===== config.mk =====
export PLATFORM = sky130hd
export DESIGN_NAME = fetch_unit_flat
export DESIGN_NICKNAME = d
export VERILOG_FILES = /design/src/rtl/fetch_pkg.sv /design/src/rtl/fetch_if.sv /design/src/rtl/fetch_pc_counter.sv /design/src/rtl/fetch_unit.sv /design/src/flat_wrapper.sv
export SDC_FILE = /design/constraint.sdc
export NUM_CORES = 1
export LEC_CHECK = 0
export ABC_AREA = 1
export ABC_CLOCK_PERIOD_IN_PS = 1400
export CORE_UTILIZATION = 39
export DETAILED_ROUTE_END_ITERATION = 16
export PLACE_DENSITY_LB_ADDON = 0.15
export REMOVE_ABC_BUFFERS = 1
export SYNTH_ARGS = -nofsm -noshare
export SYNTH_HDL_FRONTEND = slang
export SYNTH_SLANG_ARGS = --single-unit

===== constraint.sdc =====
create_clock -name clock -period 1.4 [get_ports clock]
set_clock_uncertainty 0.15 [all_clocks]
set_input_delay 0.28 -clock clock [delete_from_list [all_inputs] [get_ports clock]]
set_output_delay 0.28 -clock clock [all_outputs]
set_load 0.05 [all_outputs]

===== src/rtl/fetch_pkg.sv =====
// Shared types and default sizes for the instruction fetch stage and the
// 32x8 program ROM it drives.
package fetch_pkg;

  localparam int FETCH_AW = 5;
  localparam int FETCH_DW = 8;

  typedef enum logic [1:0] {
    IDLE    = 2'd0,
    ISSUE   = 2'd1,
    CAPTURE = 2'd2
  } fetch_state_t;

endpackage


===== src/rtl/fetch_if.sv =====
// Bundle between the fetch unit, the program ROM pins and the decoder handshake.
// FETCH_BOOT_LOADER_EN adds the boot-loader inputs load_en / load_data.
interface fetch_if
  import fetch_pkg::*;
#(
  parameter int AW = FETCH_AW,
  parameter int DW = FETCH_DW
) ();

  logic          run;
  logic          stall;
  logic          branch_en;
  logic [AW-1:0] branch_addr;
  logic [DW-1:0] rom_q;
  logic [AW-1:0] rom_addr;
  logic          rom_we;
  logic [DW-1:0] rom_d;
  logic          rom_init;
  logic [AW-1:0] pc;
  logic [DW-1:0] ir;
  logic          ir_valid;
`ifdef FETCH_BOOT_LOADER_EN
  logic          load_en;
  logic [DW-1:0] load_data;

  modport master (
    input  run, stall, branch_en, branch_addr, rom_q, load_en, load_data,
    output rom_addr, rom_we, rom_d, rom_init, pc, ir, ir_valid
  );

  modport slave (
    output run, stall, branch_en, branch_addr, rom_q, load_en, load_data,
    input  rom_addr, rom_we, rom_d, rom_init, pc, ir, ir_valid
  );
`else
  modport master (
    input  run, stall, branch_en, branch_addr, rom_q,
    output rom_addr, rom_we, rom_d, rom_init, pc, ir, ir_valid
  );

  modport slave (
    output run, stall, branch_en, branch_addr, rom_q,
    input  rom_addr, rom_we, rom_d, rom_init, pc, ir, ir_valid
  );
`endif

endinterface


===== src/rtl/fetch_pc_counter.sv =====
// AW-bit address register with synchronous reset, parallel load and a
// wrapping increment; used for the program counter and the loader pointer.
module fetch_pc_counter #(
  parameter int AW = 5
) (
  input  logic          clock,
  input  logic          reset,
  input  logic          load,
  input  logic [AW-1:0] load_val,
  input  logic          inc,
  output logic [AW-1:0] q
);

  logic [AW-1:0] r_q;

  // Priority: reset, then load, then increment (wraps modulo 2^AW).
  always_ff @(posedge clock) begin
    if (reset) begin
      r_q <= {AW{1'b0}};
    end else if (load) begin
      r_q <= load_val;
    end else if (inc) begin
      r_q <= r_q + AW'(1);
    end else begin
      r_q <= r_q;
    end
  end

  assign q = r_q;

endmodule


===== src/rtl/fetch_unit.sv =====
// Instruction fetch stage: PC, ROM address/control, instruction register with a
// valid/stall handshake and branch redirect. Boot loader: FETCH_BOOT_LOADER_EN.
module fetch_unit
  import fetch_pkg::*;
#(
  parameter int AW = FETCH_AW,
  parameter int DW = FETCH_DW
) (
  input  logic   clock,
  input  logic   reset,
  fetch_if.master bus
);

  fetch_state_t  r_state;
  fetch_state_t  w_state_nxt;
  logic [DW-1:0] r_ir;
  logic [DW-1:0] w_ir_nxt;
  logic          r_ir_valid;
  logic          w_ir_valid_nxt;
  logic          r_boot;
  logic          r_rom_init;
  logic          w_pc_load;
  logic          w_pc_inc;
  logic [AW-1:0] w_pc;
  logic          w_load_blk;

  fetch_pc_counter #(.AW(AW)) u_pc (
    .clock    (clock),
    .reset    (reset),
    .load     (w_pc_load),
    .load_val (bus.branch_addr),
    .inc      (w_pc_inc),
    .q        (w_pc)
  );

`ifdef FETCH_BOOT_LOADER_EN
  logic          w_load_act;
  logic [AW-1:0] w_lp;

  // Loader writes only while idle and after the ROM preload pulse.
  assign w_load_act = (r_state == IDLE) && bus.load_en && !r_rom_init;
  assign w_load_blk = bus.load_en;

  fetch_pc_counter #(.AW(AW)) u_lp (
    .clock    (clock),
    .reset    (reset),
    .load     (1'b0),
    .load_val ({AW{1'b0}}),
    .inc      (w_load_act),
    .q        (w_lp)
  );

  assign bus.rom_we   = w_load_act;
  assign bus.rom_addr = w_load_act ? w_lp : w_pc;
  assign bus.rom_d    = w_load_act ? bus.load_data : {DW{1'b0}};
`else
  assign w_load_blk   = 1'b0;
  assign bus.rom_we   = 1'b0;
  assign bus.rom_addr = w_pc;
  assign bus.rom_d    = {DW{1'b0}};
`endif

  // Next-state and datapath control; branch outranks stall and normal flow.
  always_comb begin
    w_state_nxt    = r_state;
    w_ir_nxt       = r_ir;
    w_ir_valid_nxt = r_ir_valid;
    w_pc_load      = 1'b0;
    w_pc_inc       = 1'b0;
    if (bus.branch_en) begin
      w_pc_load      = 1'b1;
      w_ir_valid_nxt = 1'b0;
      if (r_state == IDLE) begin
        w_state_nxt = IDLE;
      end else if (bus.run) begin
        w_state_nxt = ISSUE;
      end else begin
        w_state_nxt = IDLE;
      end
    end else begin
      case (r_state)
        IDLE: begin
          if (bus.run && !r_rom_init && !w_load_blk) begin
            w_state_nxt = ISSUE;
          end else begin
            w_state_nxt = IDLE;
          end
        end
        ISSUE: begin
          if (r_ir_valid && bus.stall) begin
            w_state_nxt = ISSUE;
          end else begin
            w_ir_valid_nxt = 1'b0;
            w_state_nxt    = bus.run ? CAPTURE : IDLE;
          end
        end
        CAPTURE: begin
          w_ir_nxt       = bus.rom_q;
          w_ir_valid_nxt = 1'b1;
          w_pc_inc       = 1'b1;
          w_state_nxt    = ISSUE;
        end
        default: begin
          w_state_nxt = IDLE;
        end
      endcase
    end
  end

  // State, instruction register and the one-shot ROM preload pulse.
  always_ff @(posedge clock) begin
    if (reset) begin
      r_state    <= IDLE;
      r_ir       <= {DW{1'b0}};
      r_ir_valid <= 1'b0;
      r_boot     <= 1'b1;
      r_rom_init <= 1'b0;
    end else begin
      r_state    <= w_state_nxt;
      r_ir       <= w_ir_nxt;
      r_ir_valid <= w_ir_valid_nxt;
      r_boot     <= 1'b0;
      r_rom_init <= r_boot;
    end
  end

  assign bus.pc       = w_pc;
  assign bus.ir       = r_ir;
  assign bus.ir_valid = r_ir_valid;
  assign bus.rom_init = r_rom_init;

endmodule


===== src/flat_wrapper.sv =====
// flat-port wrapper written by rule: the top's interface ports become plain ports
module fetch_unit_flat import fetch_pkg::*;
#(
  parameter int AW = FETCH_AW,
  parameter int DW = FETCH_DW
)
  (clock, reset, bus_run, bus_stall, bus_branch_en, bus_branch_addr, bus_rom_q, bus_rom_addr, bus_rom_we, bus_rom_d, bus_rom_init, bus_pc, bus_ir, bus_ir_valid);
  fetch_if #(.AW(AW), .DW(DW)) bus_i ();
  input  logic clock;
  input  logic reset;
  input wire logic [$bits(bus_i.run)-1:0] bus_run;
  input wire logic [$bits(bus_i.stall)-1:0] bus_stall;
  input wire logic [$bits(bus_i.branch_en)-1:0] bus_branch_en;
  input wire logic [$bits(bus_i.branch_addr)-1:0] bus_branch_addr;
  input wire logic [$bits(bus_i.rom_q)-1:0] bus_rom_q;
  output wire logic [$bits(bus_i.rom_addr)-1:0] bus_rom_addr;
  output wire logic [$bits(bus_i.rom_we)-1:0] bus_rom_we;
  output wire logic [$bits(bus_i.rom_d)-1:0] bus_rom_d;
  output wire logic [$bits(bus_i.rom_init)-1:0] bus_rom_init;
  output wire logic [$bits(bus_i.pc)-1:0] bus_pc;
  output wire logic [$bits(bus_i.ir)-1:0] bus_ir;
  output wire logic [$bits(bus_i.ir_valid)-1:0] bus_ir_valid;
  assign bus_i.run = bus_run;
  assign bus_i.stall = bus_stall;
  assign bus_i.branch_en = bus_branch_en;
  assign bus_i.branch_addr = bus_branch_addr;
  assign bus_i.rom_q = bus_rom_q;
  assign bus_rom_addr = bus_i.rom_addr;
  assign bus_rom_we = bus_i.rom_we;
  assign bus_rom_d = bus_i.rom_d;
  assign bus_rom_init = bus_i.rom_init;
  assign bus_pc = bus_i.pc;
  assign bus_ir = bus_i.ir;
  assign bus_ir_valid = bus_i.ir_valid;
  fetch_unit #(.AW(AW), .DW(DW)) u_core (.clock(clock), .reset(reset), .bus(bus_i));
endmodule

-- Word level (Yosys, flattened, before mapping)
Index checks and enable logic that the tools add are counted.
- bits in registers: 18
- bits of input ports: 18
- output and inout bits: 29
- word-level logic and storage cells: 35
- add/sub/neg operators: 1
- equality and inequality tests: 3
- multiplexer cells: 15
- bitwise operators: 1
- reductions and logical operators: 9
- operators with widths (kind ; count):
    5-bit 2-to-1 mux ; 2
    2-bit 2-to-1 mux ; 4
    1-bit 2-to-1 mux ; 7
    2-bit one-hot mux with 3 select lines ; 1
    5-bit by 1-bit adder with 5-bit output, second input constant ; 1
    2-bit AND reduction ; 2
    2-bit nonzero test ; 2
    2-bit by 1-bit == test with 1-bit output, second input constant ; 1
    2-bit == test, second input constant ; 1
    1-bit logical AND ; 2
    2-bit logical NOT ; 1
    2-bit != test, second input constant ; 1
    1-bit one-hot mux with 2 select lines ; 1
    2-bit OR reduction ; 1
    1-bit logical NOT ; 1
    1-bit inverter ; 1

-- Depth between registers and ports, before layout
Gate-level depths: netlist of the first run.
- depth after elaboration: 5
- depth in mapped cells: 7
- depth with buffers taken out: 7

-- By module
Synthesis of the first run repeated with hierarchy kept, for this count alone.
- cells, all modules: 120
- area total of the unflattened synthesis: 909.6 sq um
- by module, submodules not included (module ; instances ; cells each ; area each (sq um) ; seq. area each (sq um)):
    fetch_unit ; 1 ; 77 ; 606.8 ; 260.2
    fetch_pc_counter ; 1 ; 43 ; 302.8 ; 100.1

-- Worst setup path after synthesis of the first run
No wires, ideal clock.
- kind: register to register
- start: register u_core.u_pc.r_q[0], in the netlist u_core.u_pc.q[0]
- end: register u_core.u_pc.r_q[4], in the netlist u_core.u_pc.q[4]
- setup time: 70 ps
- arrival: 1334 ps
- required time: 1180 ps
- slack: -153 ps
- stages on the path, launching flop included: 6
- buffers on the path: 0
- period minus slack after synthesis: 1553 ps
- path through: dfxtp_1 ha_1 nand3_1 nand2_1 nand3_1 a21oi_1
- longest elaborated chain between the ends: 3
- RTL lines (what ; line ; text):
    start, declared ; fetch_pc_counter.sv:14 ; logic [AW-1:0] r_q;
    start signal, assigned ; fetch_pc_counter.sv:19 ; r_q <= {AW{1'b0}};
    start signal, assigned ; fetch_pc_counter.sv:21 ; r_q <= load_val;
    start signal, assigned ; fetch_pc_counter.sv:23 ; r_q <= r_q + AW'(1);
    5-bit by 1-bit adder with 5-bit output ; fetch_pc_counter.sv:23 ;
    5-bit 2-to-1 mux ; fetch_pc_counter.sv:22 ; end else if (inc) begin
    5-bit 2-to-1 mux ; fetch_pc_counter.sv:20 ; end else if (load) begin
No other way between the ends. The select of a mux whose other input is x is not followed.
A chain may end at the register's enable or synchronous reset.

-- Worst setup path in the final report of the first run
- start: register u_core.u_pc.r_q[0], in the netlist u_core.u_pc.q[0]
- end: output port bus_rom_addr[0]
- RTL lines (what ; line ; text):
    end, declared ; flat_wrapper.sv:16 ; output wire logic [$bits(bus_i.rom_addr)-1:0] bus_rom_addr;
No word-level cell between the ends.

==> results of run 1 <==
==> cell type report <==
| cell class | count | share of cell area |
|---|---|---|
| Timing Repair Buffer | 46 | 0.4161 |
| Tap cell | 28 | 0.02249 |
| Clock buffer | 4 | 0.02329 |
| Sequential cell | 18 | 0.2369 |
| Multi-Input combinational cell | 86 | 0.2643 |
| Inverter | 14 | 0.03695 |
==> flip-flops by register name (all words and copies together) (netlist names) <==
signal and flops:
u_core.bus.ir_valid 1, u_core.bus.ir 8, u_core.u_pc.q 5, u_core.bus.rom_init 1
u_core.r_state 2, u_core.r_boot 1
==> Yosys cell counts (all sizes together) <==
cell / number / area share
nor2: 25 / 0.12
nor3: 2 / 0.011
nand3: 7 / 0.038
inv: 14 / 0.063
nand4: 2 / 0.014
ha: 1 / 0.014
buf: 15 / 0.13
nand2: 21 / 0.11
dfxtp: 18 / 0.39
a21oi: 5 / 0.027
o21ai: 13 / 0.071
xnor2: 1 / 0.0096
conb: 1 / 0.0041
==> metal layers <==
metal  global-route usage  wire [um]  share of wire
met1               0.2059        868           0.40
met2               0.3400       1152           0.53
met3              0.04242        106          0.049
met4               0.1204         45          0.021
met5                    0          0              0
==> path summary, 6_finish.rpt <==
kind	startpoint	endpoint	slack, ps	cells past startpoint
min	u_core.r_boot	u_core.bus.rom_init	260	2
min reg2reg	u_core.r_boot	u_core.bus.rom_init	260	2
max	u_core.u_pc.q[0]	bus_rom_addr[0]	50	2
max reg2reg	u_core.r_state[0]	u_core.u_pc.q[2]	190	7
==> power by group through the flow <==
| stage | clock network [mW] | logic [mW] | registers, mW |
|---|---|---|---|
| after floorplan | 0 | 0.103 | 0.628 |
| after global placement | 0 | 0.353 | 0.559 |
| after detailed placement | 0 | 0.358 | 0.560 |
| after CTS | 0.334 | 0.360 | 0.550 |
| after global routing | 0.356 | 0.380 | 0.552 |
| final | 0.326 | 0.361 | 0.550 |
==> layout by cell type (no fill, tap or decap) <==
master            n
dfxtp_1          13
inv_2             2
nand3_1           7
nand2_2           1
o21ai_1           1
buf_6             2
inv_6             1
ha_1              1
o21ai_0          12
nand4_1           2
clkdlybuf4s50_1  16
dfxtp_4           1
dfxtp_2           4
buf_12           20
clkbuf_4          3
a21oi_1           5
xnor2_1           1
nand2_1          18
nor2_1           23
conb_1            9
clkbuf_8          1
nor2_2            1
nand2_4           2
buf_4             7
inv_1            11
nor2_8            1
dlymetal6s2s_1    1
nor3_1            2
==> metrics by stage <==
| step | instance area, um^2 | TNS, ps | setup WS [ps] |
|---|---|---|---|
| after detailed placement | 1503 | -3360 | -287.2 |
| final | 1558 | 0 | 52.72 |
| after CTS | 1546 | 0 | 8.140 |
| after global routing | 1558 | 0 | 5.949 |
| after global placement | 1503 | -2340 | -200.2 |
| after floorplan | 829.5 | -2100 | -515.1 |
==> timing repair <==
| item | 4_1_cts | 5_1_grt |
|---|---|---|
| setup buffers | 0 | 0 |
| setup endpoints to repair | 8 | 9 |
| gates resized for setup | 4 | 5 |
==> worst min-delay path, cell delays in order (launching register included) <==
cell and delay [ps]:
dfxtp_1 310, inv_1 40, nor2_1 30
==> cell families (layout without fill, tap and decap cells) <==
kind of cell | count (synthesis) | count (layout) | synth area share
DFF | 18 | 18 | 0.3934
and+or+nand+nor | 57 | 57 | 0.2910
other | 1 | 9 | 0.004094
buffers and inverters | 29 | 64 | 0.1899
xor gates and xnor gates | 1 | 1 | 0.009565
adders and majority gates | 1 | 1 | 0.01366
AOI/OAI and AO/OA | 18 | 18 | 0.09835
==> impl_metrics.json, run 1 <==
{
  "status": "finished, final reports clean",
  "total_power_mw": 1.237,
  "wl_mm": 2.173,
  "fin_nets": 188,
  "critPathLaunchType": "flop",
  "dieArea_um2": 2546,
  "grt_setup_unrepaired": "no",
  "drt-wirelength-per-cell_um": 11.09,
  "multiInputGateArea_um2": 411.6,
  "cts_max_level": 1,
  "port_buffers": 37,
  "holdCritPathClass": "flop to flop",
  "critPathTopFamily": "flip-flops",
  "fp.dieW_um": 50.46,
  "final_core_util": 0.7042,
  "swShare": 0.3149,
  "hold_buffers": 0,
  "syn_inst": 125,
  "synth_seq_cells": 18,
  "synthesis.area_um2": 915.9,
  "core_area_um2": 2212,
  "cap_violations": 0,
  "die_y_um": 50.46,
  "power.leakage_nw": 0.7233,
  "cp_data_required_time_ps": 970,
  "ys_seq_area_frac": 0.3934,
  "dr.first_iter.drc_count": 6,
  "power_density_nw_per_um2": 794.0,
  "power_frac_clock": 0.263,
  "worst_path_max_delay_cell": "dfxtp_2",
  "area_delta_synth_final_pct": 70.08,
  "irDropWorstVdd_mv": 0.5806,
  "p_sw_mw": 0.3895,
  "period_minus_slack_ps": 1347,
  "start_util": 0.4140,
  "antenna_left": 0,
  "critPathMaxStageDelay_ps": 350,
  "power_frac_seq": 0.445,
  "antenna_found_initial": 0,
  "setup_viol": 0,
  "path_class": "flop to primary output",
  "drt-pass1-iter-count": 3,
  "diodes": 0,
  "grt_max_degree": 11,
  "grt_pass1_wl_mm": 3.581,
  "endpoint_kind": "primary output",
  "drt-vias-per-instance": 4.541,
  "clockRootBuffer": "clkbuf_4",
  "gp_congestion": 0.7855,
  "cts_tree": "built",
  "seqCellArea_um2": 369.1,
  "comb_power_share": 0.292,
  "rows": 17,
  "maxSlewViolCount": 0,
  "final_hold_viol_count": 0,
  "dr_total_vias": 890,
  "cp_cell_sequence": "buf_6, buf_12",
  "drive_gt1_frac": 0.2738,
  "cp_num_buf_inv": 2,
  "ctsLongestPathBuffers": 2,
  "hold_ws_ps": 258.5,
  "fin_cells": 196,
  "cts_sinks": 18,
  "clk_pin_slew_ps": 110,
  "hpwl_mm": 1.742,
  "grt_pass1_vias": 842,
  "arrival_ps": 920,
  "clock_latency_ps": 300,
  "cts_buffers": 3,
  "yosysUniqueCellTypes": 21,
  "fill_cells": 184,
  "grt-ovfl-total": 0,
  "drc": 0,
  "finalCritPeriodShare": 0.9623,
  "crit_path_max_fanout": 6,
  "fmax_mhz": 742.2,
  "grt_use_total": 0.1928,
  "io_pins": 47,
  "dpl.cell_count": 192,
  "avgSynthCellArea_um2": 7.327,
  "yosysWarnings": 0,
  "p_int_mw": 0.8473
}
Power figures use the tool's default switching activity.
==> inputs of run 2 (changes only) <==
- CORE_MARGIN: default -> 1
==> results of run 2 <==
The final DEF is identical to that of run 1; final timing and power are the same.
